--- config.mk ---
export PLATFORM = sky130hd
export DESIGN_NAME = apb_cfg_master_flat
export DESIGN_NICKNAME = d
export VERILOG_FILES = /design/src/rtl/apb_cfg_master_pkg.sv /design/src/rtl/apb_cfg_master_if.sv /design/src/rtl/apb_cfg_master.sv /design/src/flat_wrapper.sv
export SDC_FILE = /design/constraint.sdc
export NUM_CORES = 1
export LEC_CHECK = 0
export CORE_MARGIN = 3
export CORE_UTILIZATION = 35
export DETAILED_ROUTE_END_ITERATION = 16
export PLACE_DENSITY = 0.69
export SYNTH_ARGS = -nofsm -noshare
export SYNTH_HDL_FRONTEND = slang
export SYNTH_SLANG_ARGS = --single-unit
--- constraint.sdc ---
create_clock -name clk -period 3.25 [get_ports clk]
set_input_delay 0.975 -clock clk [delete_from_list [all_inputs] [get_ports clk]]
set_output_delay 0.975 -clock clk [all_outputs]
set_load 0.02 [all_outputs]
--- src/rtl/apb_cfg_master_pkg.sv ---
// Shared types and default sizing for the APB configuration master.
package apb_cfg_master_pkg;

  localparam int unsigned ADDR_W_DEF  = 12;
  localparam int unsigned DATA_W_DEF  = 32;
  localparam int unsigned TIMEOUT_DEF = 255;

  typedef enum logic [1:0] {
    ST_IDLE,
    ST_SETUP,
    ST_ACCESS,
    ST_RESP
  } state_t;

  typedef struct packed {
    logic [DATA_W_DEF-1:0] rdata;
    logic                  err;
    logic                  timeout;
  } rsp_t;

endpackage

--- src/rtl/apb_cfg_master_if.sv ---
// Command/response streams plus the APB bus, bundled for the master and its environment.
interface apb_cfg_master_if #(
  parameter int unsigned ADDR_W = apb_cfg_master_pkg::ADDR_W_DEF,
  parameter int unsigned DATA_W = apb_cfg_master_pkg::DATA_W_DEF
) ();

  logic              cmd_valid;
  logic              cmd_ready;
  logic              cmd_write;
  logic [ADDR_W-1:0] cmd_addr;
  logic [DATA_W-1:0] cmd_wdata;

  logic              rsp_valid;
  logic              rsp_ready;
  logic [DATA_W-1:0] rsp_rdata;
  logic              rsp_err;
  logic              rsp_timeout;

  logic [ADDR_W-1:0] paddr;
  logic [DATA_W-1:0] pwdata;
  logic              psel;
  logic              penable;
  logic              pwrite;
  logic [DATA_W-1:0] prdata;
  logic              pready;
  logic              pslverr;

  modport master (
    input  cmd_valid, cmd_write, cmd_addr, cmd_wdata, rsp_ready,
           prdata, pready, pslverr,
    output cmd_ready, rsp_valid, rsp_rdata, rsp_err, rsp_timeout,
           paddr, pwdata, psel, penable, pwrite
  );

  modport slave (
    output cmd_valid, cmd_write, cmd_addr, cmd_wdata, rsp_ready,
           prdata, pready, pslverr,
    input  cmd_ready, rsp_valid, rsp_rdata, rsp_err, rsp_timeout,
           paddr, pwdata, psel, penable, pwrite
  );

endinterface

--- src/rtl/apb_cfg_master.sv ---
// APB initiator: one valid/ready command in, one APB transfer out, one response back.
// A watchdog turns a slave that never raises pready into a timeout error response.
module apb_cfg_master
  import apb_cfg_master_pkg::*;
#(
  parameter int unsigned ADDR_W  = ADDR_W_DEF,
  parameter int unsigned DATA_W  = DATA_W_DEF,
  parameter int unsigned TIMEOUT = TIMEOUT_DEF
) (
  input  logic             clk,
  input  logic             rst_b,
  apb_cfg_master_if.master bus
);

  localparam int unsigned      CNT_W     = $clog2(TIMEOUT + 1);
  localparam logic [CNT_W-1:0] CNT_LIMIT = CNT_W'(TIMEOUT);

  state_t            r_state;
  logic              r_cmd_ready;
  logic              r_psel;
  logic              r_penable;
  logic              r_pwrite;
  logic [ADDR_W-1:0] r_paddr;
  logic [DATA_W-1:0] r_pwdata;
  logic              r_rsp_valid;
  logic [DATA_W-1:0] r_rsp_rdata;
  logic              r_rsp_err;
  logic              r_rsp_timeout;
  logic [CNT_W-1:0]  r_cnt;

  logic              w_done;
  logic              w_limit;

  assign w_done  = bus.pready;
  // Counter is 0 in the first ACCESS cycle, so the abort lands on ACCESS cycle TIMEOUT+1.
  assign w_limit = (r_cnt == CNT_LIMIT);

  always_ff @(posedge clk or negedge rst_b) begin
    if (!rst_b) begin
      r_state       <= ST_IDLE;
      r_cmd_ready   <= 1'b1;
      r_psel        <= 1'b0;
      r_penable     <= 1'b0;
      r_pwrite      <= 1'b0;
      r_paddr       <= '0;
      r_pwdata      <= '0;
      r_rsp_valid   <= 1'b0;
      r_rsp_rdata   <= '0;
      r_rsp_err     <= 1'b0;
      r_rsp_timeout <= 1'b0;
      r_cnt         <= '0;
    end else begin
      unique case (r_state)
        ST_IDLE: begin
          if (bus.cmd_valid) begin
            r_state     <= ST_SETUP;
            r_cmd_ready <= 1'b0;
            r_psel      <= 1'b1;
            r_penable   <= 1'b0;
            r_pwrite    <= bus.cmd_write;
            r_paddr     <= bus.cmd_addr;
            r_pwdata    <= bus.cmd_wdata;
          end
        end
        ST_SETUP: begin
          r_state   <= ST_ACCESS;
          r_penable <= 1'b1;
          r_cnt     <= '0;
        end
        ST_ACCESS: begin
          // pready on the limit cycle still completes normally.
          if (w_done) begin
            r_state       <= ST_RESP;
            r_psel        <= 1'b0;
            r_penable     <= 1'b0;
            r_rsp_valid   <= 1'b1;
            r_rsp_rdata   <= r_pwrite ? '0 : bus.prdata;
            r_rsp_err     <= bus.pslverr;
            r_rsp_timeout <= 1'b0;
          end else if (w_limit) begin
            r_state       <= ST_RESP;
            r_psel        <= 1'b0;
            r_penable     <= 1'b0;
            r_rsp_valid   <= 1'b1;
            r_rsp_rdata   <= '0;
            r_rsp_err     <= 1'b1;
            r_rsp_timeout <= 1'b1;
          end else begin
            r_cnt <= r_cnt + CNT_W'(1);
          end
        end
        ST_RESP: begin
          if (bus.rsp_ready) begin
            r_state     <= ST_IDLE;
            r_rsp_valid <= 1'b0;
            r_cmd_ready <= 1'b1;
          end
        end
        default: begin
          r_state     <= ST_IDLE;
          r_cmd_ready <= 1'b1;
        end
      endcase
    end
  end

  assign bus.cmd_ready   = r_cmd_ready;
  assign bus.psel        = r_psel;
  assign bus.penable     = r_penable;
  assign bus.pwrite      = r_pwrite;
  assign bus.paddr       = r_paddr;
  assign bus.pwdata      = r_pwdata;
  assign bus.rsp_valid   = r_rsp_valid;
  assign bus.rsp_rdata   = r_rsp_rdata;
  assign bus.rsp_err     = r_rsp_err;
  assign bus.rsp_timeout = r_rsp_timeout;

endmodule

--- src/flat_wrapper.sv ---
// flat-port wrapper written by rule: the top's interface ports become plain ports
module apb_cfg_master_flat import apb_cfg_master_pkg::*;
#(
  parameter int unsigned ADDR_W  = ADDR_W_DEF,
  parameter int unsigned DATA_W  = DATA_W_DEF,
  parameter int unsigned TIMEOUT = TIMEOUT_DEF
)
  (clk, rst_b, bus_cmd_valid, bus_cmd_write, bus_cmd_addr, bus_cmd_wdata, bus_rsp_ready, bus_prdata, bus_pready, bus_pslverr, bus_cmd_ready, bus_rsp_valid, bus_rsp_rdata, bus_rsp_err, bus_rsp_timeout, bus_paddr, bus_pwdata, bus_psel, bus_penable, bus_pwrite);
  apb_cfg_master_if #(.ADDR_W(ADDR_W), .DATA_W(DATA_W)) bus_i ();
  input  logic clk;
  input  logic rst_b;
  input wire logic [$bits(bus_i.cmd_valid)-1:0] bus_cmd_valid;
  input wire logic [$bits(bus_i.cmd_write)-1:0] bus_cmd_write;
  input wire logic [$bits(bus_i.cmd_addr)-1:0] bus_cmd_addr;
  input wire logic [$bits(bus_i.cmd_wdata)-1:0] bus_cmd_wdata;
  input wire logic [$bits(bus_i.rsp_ready)-1:0] bus_rsp_ready;
  input wire logic [$bits(bus_i.prdata)-1:0] bus_prdata;
  input wire logic [$bits(bus_i.pready)-1:0] bus_pready;
  input wire logic [$bits(bus_i.pslverr)-1:0] bus_pslverr;
  output wire logic [$bits(bus_i.cmd_ready)-1:0] bus_cmd_ready;
  output wire logic [$bits(bus_i.rsp_valid)-1:0] bus_rsp_valid;
  output wire logic [$bits(bus_i.rsp_rdata)-1:0] bus_rsp_rdata;
  output wire logic [$bits(bus_i.rsp_err)-1:0] bus_rsp_err;
  output wire logic [$bits(bus_i.rsp_timeout)-1:0] bus_rsp_timeout;
  output wire logic [$bits(bus_i.paddr)-1:0] bus_paddr;
  output wire logic [$bits(bus_i.pwdata)-1:0] bus_pwdata;
  output wire logic [$bits(bus_i.psel)-1:0] bus_psel;
  output wire logic [$bits(bus_i.penable)-1:0] bus_penable;
  output wire logic [$bits(bus_i.pwrite)-1:0] bus_pwrite;
  assign bus_i.cmd_valid = bus_cmd_valid;
  assign bus_i.cmd_write = bus_cmd_write;
  assign bus_i.cmd_addr = bus_cmd_addr;
  assign bus_i.cmd_wdata = bus_cmd_wdata;
  assign bus_i.rsp_ready = bus_rsp_ready;
  assign bus_i.prdata = bus_prdata;
  assign bus_i.pready = bus_pready;
  assign bus_i.pslverr = bus_pslverr;
  assign bus_cmd_ready = bus_i.cmd_ready;
  assign bus_rsp_valid = bus_i.rsp_valid;
  assign bus_rsp_rdata = bus_i.rsp_rdata;
  assign bus_rsp_err = bus_i.rsp_err;
  assign bus_rsp_timeout = bus_i.rsp_timeout;
  assign bus_paddr = bus_i.paddr;
  assign bus_pwdata = bus_i.pwdata;
  assign bus_psel = bus_i.psel;
  assign bus_penable = bus_i.penable;
  assign bus_pwrite = bus_i.pwrite;
  apb_cfg_master #(.ADDR_W(ADDR_W), .DATA_W(DATA_W), .TIMEOUT(TIMEOUT)) u_core (.clk(clk), .rst_b(rst_b), .bus(bus_i));
endmodule
==> results of run 1 <==
-- Yosys cell counts --
| master | instances | share of area, % |
|---|---|---|
| a31oi_1 | 1 | 0.17 |
| a21oi_1 | 9 | 1.2 |
| nand2b_1 | 3 | 0.50 |
| nand3_1 | 8 | 1.1 |
| or3_1 | 1 | 0.17 |
| o31ai_1 | 1 | 0.20 |
| buf_6 | 3 | 0.90 |
| and3_1 | 2 | 0.33 |
| dfstp_2 | 1 | 0.70 |
| mux2_2 | 46 | 14 |
| nand4_4 | 1 | 0.57 |
| nand2_4 | 1 | 0.30 |
| buf_2 | 8 | 1.1 |
| o22a_1 | 1 | 0.23 |
| o21ai_2 | 2 | 0.47 |
| nand2_1 | 12 | 1.2 |
| mux2i_1 | 3 | 0.80 |
| inv_1 | 4 | 0.40 |
| o21ai_0 | 11 | 1.5 |
| a2bb2oi_1 | 1 | 0.23 |
| nor2_1 | 10 | 1.0 |
| nand4_1 | 1 | 0.17 |
| a22o_1 | 33 | 7.7 |
| clkbuf_1 | 1 | 0.10 |
| nor2b_1 | 1 | 0.17 |
| o21bai_4 | 1 | 0.50 |
| o2bb2ai_1 | 1 | 0.23 |
| dfrtp_1 | 92 | 62 |
| o211ai_1 | 1 | 0.20 |
| ha_1 | 7 | 2.3 |
-- area by class of cell --
cell class,count,share of cell area [%]
clock inverters,6,0.918
multi-input cells,158,23.0
repair buffers,169,29.8
flip-flops and latches,93,40.7
inverters,4,0.262
well taps,136,2.97
clock buffers,10,2.40
-- worst reg2reg max path: stages, from the launching register on --
cell	delay, ns
dfrtp_1	0.42
inv_1	0.15
ha_1	0.54
nand4_1	0.23
o21ai_2	0.36
o21ai_0	0.16
o31ai_1	0.08
-- worst paths after layout --
check,cells past startpoint,start,end
max reg2reg,6,u_core.r_state[0]$_DFFE_PN0P_,u_core.r_cnt[6]$_DFFE_PN0P_
min,1,u_core.bus.rsp_rdata[7]$_DFFE_PN0P_,u_core.bus.rsp_rdata[7]$_DFFE_PN0P_
min reg2reg,1,u_core.bus.rsp_rdata[7]$_DFFE_PN0P_,u_core.bus.rsp_rdata[7]$_DFFE_PN0P_
max,1,u_core.bus.cmd_ready$_DFFE_PN1P_,bus_cmd_ready
min in group asynchronous,1,rst_b,u_core.bus.rsp_rdata[20]$_DFFE_PN0P_
max in group asynchronous,2,rst_b,u_core.bus.paddr[3]$_DFFE_PN0P_
-- logic make-up (layout without fill, tap and decap cells) --
| family | Yosys count | after routing | share of synthesized area, % |
|---|---|---|---|
| buffers and inverters | 16 | 189 | 2.48 |
| adders and majority gates | 7 | 7 | 2.34 |
| and+or+nand+nor | 40 | 40 | 5.49 |
| AOI/OAI and AO/OA | 62 | 62 | 12.7 |
| DFF | 93 | 93 | 62.3 |
| muxes | 49 | 49 | 14.7 |
-- per-stage QoR --
step / power (W) / hold slack (ns) / cells / setup WS (ns) / util (%)
floorplan: 0.00347 / 0.489 / 267 / 1.35 / -
global placement: 0.00477 / 0.480 / 560 / 0.708 / 53.4
detailed placement: 0.00482 / 0.484 / 560 / 0.663 / 53.4
CTS: 0.00558 / 0.511 / 576 / 0.722 / 55.2
global route: 0.00583 / 0.517 / 576 / 0.686 / 55.2
finish: 0.00550 / 0.507 / 576 / 0.751 / 55.2
-- sequential cells by signal (all words and copies together) (netlist names) --
name and flops:
u_core.bus.rsp_valid 1, u_core.r_state 2, u_core.bus.psel 1, u_core.bus.pwdata 32
u_core.bus.pwrite 1, u_core.bus.rsp_rdata 32, u_core.bus.cmd_ready 1, u_core.bus.paddr 12
u_core.bus.penable 1, u_core.bus.rsp_timeout 1, u_core.r_cnt 8, u_core.bus.rsp_err 1
-- power by group --
part | switching [W] | total, W | internal [W]
clock network | 0.000418 | 0.000730 | 0.000311
registers | 0.000292 | 0.00197 | 0.00168
logic | 0.00133 | 0.00280 | 0.00146
-- metal layers --
metal,up-vias,track usage (%),wire length [um]
met5,-,0,0
met2,116,23.8,4450
met1,1366,18.5,3820
li1,1306,-,-
met4,0,5.88,127
met3,12,4.82,811
-- cells in the final DEF, fill, tap and decap left out, types with 3 or more instances in the layout --
master           count
nand2_1             11
dfrtp_1             92
a21oi_1              9
buf_4                3
a22o_1              33
inv_1                4
nand2b_1             3
nor2_1               9
ha_1                 7
mux2i_1              3
clkdlybuf4s50_1    164
mux2_2              46
o21ai_0             11
clkbuf_8            10
nand3_1              8
==> out/results.tsv, run 1 <==
metric	value	unit
vias_per_cell	4.86	
htree_num_levels	3	
timing.fmax	400	MHz
cts_made_buffers	9	
gp_congestion	0.806	
slowest_stage	clkdlybuf4s50_1	
arrival	1.52	ns
leakage	2.46	nW
hp-class	flip-flop to flip-flop	
dp_hpwl	6680	um
start_kind	flip-flop	
coreArea	0.0104	sq mm
fillers	886	
postCtsHoldBufs	0	
syn_inst	267	
cts_resized	0	
ff_latch_area	0.00233	sq mm
path_cells	clkdlybuf4s50_1	
path_clk_slew	0.09	ns
start_util	36.0	%
drtIter0Drc	110	
die_w	109	um
status	completed	
finalMaxSlewViolations	0	
clk_path_buf_depth	2	
worstMarginPinSlew	0.588	ns
portBuffers	165	
ys_seq_area_share	62.3	%
rsz0062_at_grt	false	
cts_tree	yes	
via_count	2800	
syn_area	0.00373	sq mm
hold_viol	0	
grt-ovfl-total	0	
post_cts_buffers	0	
finClkSkew	0.0126	ns
multi_input_area	0.00132	sq mm
path_delay_family	buffers and inverters	
cp_data_required_time	2.27	ns
synth.net_count	357	
grt_pass1_wl	13700	um
clk_latency	0.35	ns
period_needed	2.50	ns
worst-path-buf-inv	1	
die_y	109	um
grt_max_degree	46	
ios	166	
drive_above_1_share	17.0	%
power_density	960	mW/mm^2
yosysUniqueCellTypes	30	
synth_warnings	0	
track_usage	14.8	%
drt_pre_antenna_iters	4	
setup_violations	0	
syn_area_per_cell	14.0	sq um
final.setup.tns	0	ns
fin_crit_sh	76.9	%
antennaDiodeCount	0	
grt_pass1_vias	2779	
clockRootBuffer	clkbuf_8	
routed_wl	9200	um
antenna_found_initial	0	
syn_to_final_growth	53.3	%
maxCapViolCount	0	
wl_per_cell	16.0	um
r2r_slack	1.22	ns
nets	525	
slowest_delay	0.62	ns
die_area	0.0119	sq mm
crit_fanout	3	
design_area	0.00573	sq mm
drt_drc_violations_left	0	
slew_headroom	60.8	%
endpoint_kind	output port	
final_antenna_net_count	0	
ir_drop	0.480	mV
rows	37	
clock-sinks	93	
dpl_cell_area	0.00554	sq mm
worstSetupPathType	flip-flop to output port	
ys_seq_elements	93	
No activity file was read; power rests on OpenSTA's default activity.
==> run 2, diff against run 1 <==
Clock period 3.25 ns to 2.5 ns, I/O delays scaled along.
==> out/results.tsv, run 2 (synthesis gave the netlist of run 1 again) <==
metric	value	unit
status	completed	
postCtsHoldBufs	0	
gp_congestion	0.826	
grt_max_degree	45	
nets	526	
path_delay_family	buffers and inverters	
rows	37	
arrival	1.52	ns
cp_data_required_time	1.75	ns
ir_drop	0.627	mV
period_needed	2.27	ns
wl_per_cell	15.7	um
ff_latch_area	0.00233	sq mm
clock-sinks	93	
ios	166	
maxCapViolCount	0	
clockRootBuffer	clkbuf_8	
path_clk_slew	0.09	ns
drive_above_1_share	16.8	%
die_w	109	um
dp_hpwl	6610	um
finalNonFillerCells	576	
clk_latency	0.34	ns
slowest_stage	clkdlybuf4s50_1	
finalMaxSlewViolations	0	
routed-wl-met3	877	um
crit_fanout	3	
leakage	2.45	nW
slew_headroom	66.7	%
cts_made_buffers	9	
antennaDiodeCount	0	
endpoint_kind	output port	
worst-path-buf-inv	1	
cts_tree	yes	
clk_path_buf_depth	2	
slowest_delay	0.62	ns
drt_drc_violations_left	0	
wl_met2	4260	um
die_y	109	um
worstSetupPathType	flip-flop to output port	
start_util	36.0	%
rsz0062_at_grt	false	
portBuffers	165	
grt_pass1_vias	2828	
multi_input_area	0.00132	sq mm
power_density	1240	mW/mm^2
via_count	2802	
drt_pre_antenna_iters	4	
syn_to_final_growth	53.2	%
fin_crit_sh	90.8	%
htree_num_levels	3	
grt_pass1_wl	14000	um
drtIter0Drc	123	
setup_violations	0	
worstMarginPinSlew	0.500	ns
timing.fmax	440	MHz
hp-class	input pin to async pin	
mostFrequentLayoutCells	164 x clkdlybuf4s50_1, 92 x dfrtp_1, 46 x mux2_2	
final_antenna_net_count	0	
dp.cells	561	
die_area	0.0119	sq mm
track_usage	15.0	%
coreArea	0.0104	sq mm
fillers	897	
highest_layer	met4	
vias_per_cell	4.86	
grt-ovfl-total	0	
cts_resized	0	
layout_commonest_cell	clkdlybuf4s50_1	
wl_met1	3690	um
hold_viol	0	
post_cts_buffers	0	
path_cells	clkdlybuf4s50_1	
start_kind	flip-flop	
routed_wl	9060	um
final.setup.tns	0	ns
antenna_found_initial	0	
finClkSkew	0.0108	ns
-- run 2: cell type report --
class	instances	share of cell area [%]
flip-flops and latches	93	40.7
repair buffers	170	30.1
multi-input cells	158	23.1
well taps	136	2.97
clock buffers	10	2.23
clock inverters	5	0.634
inverters	4	0.262
-- run 2: report_power, final --
part           leakage [nW]  switching [W]  total [W]  internal, W
logic                  1.23        0.00173    0.00365      0.00192
clock network        0.0748       0.000508   0.000866     0.000358
registers              1.15       0.000372    0.00256      0.00219
-- run 2: path summary, 6_finish.rpt --
| kind | startpoint | end | slack [ns] | cells after the start |
|---|---|---|---|---|
| setup / recovery | u_core.bus.cmd_ready$_DFFE_PN1P_ | bus_cmd_ready | 0.23 | 1 |
| hold / removal | rst_b | u_core.bus.rsp_rdata[8]$_DFFE_PN0P_ | 0.36 | 1 |
| setup reg to reg | u_core.r_state[0]$_DFFE_PN0P_ | u_core.r_cnt[6]$_DFFE_PN0P_ | 0.71 | 6 |
| hold reg to reg | u_core.bus.rsp_rdata[3]$_DFFE_PN0P_ | u_core.bus.rsp_rdata[3]$_DFFE_PN0P_ | 0.50 | 1 |
| max in group asynchronous | rst_b | u_core.bus.cmd_ready$_DFFE_PN1P_ | 1.42 | 2 |
| min in group clk | u_core.bus.rsp_rdata[3]$_DFFE_PN0P_ | u_core.bus.rsp_rdata[3]$_DFFE_PN0P_ | 0.50 | 1 |
-- run 2: through the flow --
step | utilization (%) | total power, W | hold slack, ns | worst slack (ns) | instance area, sq um
finish | 55.2 | 0.00707 | 0.364 | 0.229 | 5720
global route | 55.2 | 0.00754 | 0.381 | 0.152 | 5720
CTS | 55.2 | 0.00717 | 0.371 | 0.198 | 5720
detailed placement | 53.6 | 0.00627 | 0.481 | 0.274 | 5560
global placement | 53.6 | 0.00622 | 0.483 | 0.285 | 5560
floorplan | - | 0.00452 | 0.454 | 0.826 | 3730
-- run 2: per-layer routing --
metal | vias up | GRT usage (%)
met4 | 0 | 5.61
met5 | - | 0
met1 | 1358 | 18.9
li1 | 1312 | -
met2 | 117 | 24.0
met3 | 15 | 5.23
==> run 3, diff against run 2 <==
Settings changed: MAX_ROUTING_LAYER set to met4.
Clock period 2.5 ns to 2.2 ns, I/O delays scaled along.
==> out/results.tsv, run 3 (synthesis gave the netlist of run 1 again) <==
metric	value	unit
status	completed	
layout_commonest_cell	clkdlybuf4s50_1	
grt_pass1_vias	2878	
power_density	1410	mW/mm^2
slowest_delay	0.63	ns
clk_path_buf_depth	2	
mostFrequentLayoutCells	163 x clkdlybuf4s50_1, 92 x dfrtp_1, 46 x mux2_2	
path_cells	clkdlybuf4s50_1	
leakage	2.48	nW
rows	37	
maxCapViolCount	0	
nets	528	
fin_crit_sh	92.7	%
rsz0062_at_grt	false	
path_clk_slew	0.09	ns
finalMaxSlewViolations	0	
endpoint_kind	output port	
die_y	109	um
multi_input_area	0.00132	sq mm
via_count	2821	
design_area	0.00575	sq mm
setup_violations	0	
fillers	882	
ios	166	
clock-sinks	93	
slowest_stage	clkdlybuf4s50_1	
coreArea	0.0104	sq mm
drive_above_1_share	17.2	%
ff2ff_path_depth	6	
grt_pass1_wl	13800	um
start_util	36.0	%
routed_wl	9120	um
path_delay_family	buffers and inverters	
period_needed	2.04	ns
postCtsHoldBufs	0	
portBuffers	165	
worstMarginPinSlew	0.482	ns
dpl_cell_area	0.00558	sq mm
final_antenna_net_count	0	
worst_hold_slack	0.348	ns
arrival	1.38	ns
hp-class	input pin to async pin	
antenna_found_initial	0	
wl_per_cell	15.8	um
gp_congestion	0.834	
clk_latency	0.35	ns
crit_fanout	3	
clockRootBuffer	clkbuf_8	
cts_tree	yes	
ir_drop	0.642	mV
reg2reg_to	u_core.r_cnt[6]$_DFFE_PN0P_	
r2r_slack	0.38	ns
worstSetupPathType	flip-flop to output port	
hold_viol	0	
cp_data_required_time	1.54	ns
ff_latch_area	0.00233	sq mm
antennaDiodeCount	0	
timing.fmax	490	MHz
dp_hpwl	6670	um
worst-path-buf-inv	1	
grt-ovfl-total	0	
final.setup.tns	0	ns
finClkSkew	0.0144	ns
track_usage	15.2	%
rr_startpoint	u_core.r_state[0]$_DFFE_PN0P_	
start_kind	flip-flop	
cts_made_buffers	9	
slew_headroom	67.9	%
die_area	0.0119	sq mm
die_w	109	um
grt_max_degree	94	
total_power	0.00811	W
drtIter0Drc	137	
htree_num_levels	3	
drt_drc_violations_left	0	
drt_pre_antenna_iters	4	
syn_to_final_growth	54.0	%
vias_per_cell	4.88	
## run 3: cell count changes in the layout (fill, tap and decap cells not counted), sizes merged
cell,delta
dlymetal6s2s,+1
clkdlybuf4s50,-1
buf,+2
## run 3: routing by layer
layer | vias to the layer above | routed length, um | track usage, %
met1 | 1361 | 3910 | 19.2
met3 | 20 | 655 | 3.46
li1 | 1318 | - | -
met4 | 0 | 261 | 6.50
met5 | - | 0 | -
met2 | 122 | 4290 | 23.6
## run 3: power by group
group	switching [W]	leakage, nW	internal, W
registers	0.000421	1.15	0.00248
logic	0.00200	1.26	0.00222
clock network	0.000578	0.0748	0.000407
total	0.00300	2.48	0.00511
## run 3: worst max-delay path by stage
stage,startpoint,endpoint,slack (ns),depth (start not counted)
5_1_grt,u_core.bus.psel$_DFFE_PN0P_,bus_psel,0.12,1
6_report,u_core.bus.psel$_DFFE_PN0P_,bus_psel,0.16,1
3_3_place_gp,bus_pready,u_core.bus.rsp_rdata[31]$_DFFE_PN0P_,0.10,4
3_5_place_dp,bus_pready,u_core.bus.rsp_rdata[18]$_DFFE_PN0P_,0.09,4
4_1_cts,u_core.bus.cmd_ready$_DFFE_PN1P_,bus_cmd_ready,0.01,1
2_1_floorplan,u_core.r_state[0]$_DFFE_PN0P_,u_core.bus.paddr[10]$_DFFE_PN0P_,0.59,6
## run 3: metrics by stage
stage                     utilization, %  instances  setup slack [ns]
after CTS                           55.4        578            0.0127
after detailed placement            53.8        563            0.0851
after global routing                55.5        578             0.117
final                               55.5        578             0.161
after global placement              53.8        563             0.104
after floorplan                        -        267             0.593
## run 3: final cells by class
type | count | share of cell area [%]
flip-flops and latches | 93 | 40.5
repair buffers | 172 | 30.5
multi-input cells | 158 | 22.9
well taps | 136 | 2.96
clock buffers | 10 | 2.22
clock inverters | 5 | 0.631
inverters | 4 | 0.261
## run 3: what timing repair did
item                                    CTS  global route
buffers inserted                          0             0
endpoints found under the setup margin    0             1
resized for setup                         0             1
hold endpoints to repair                  0             0
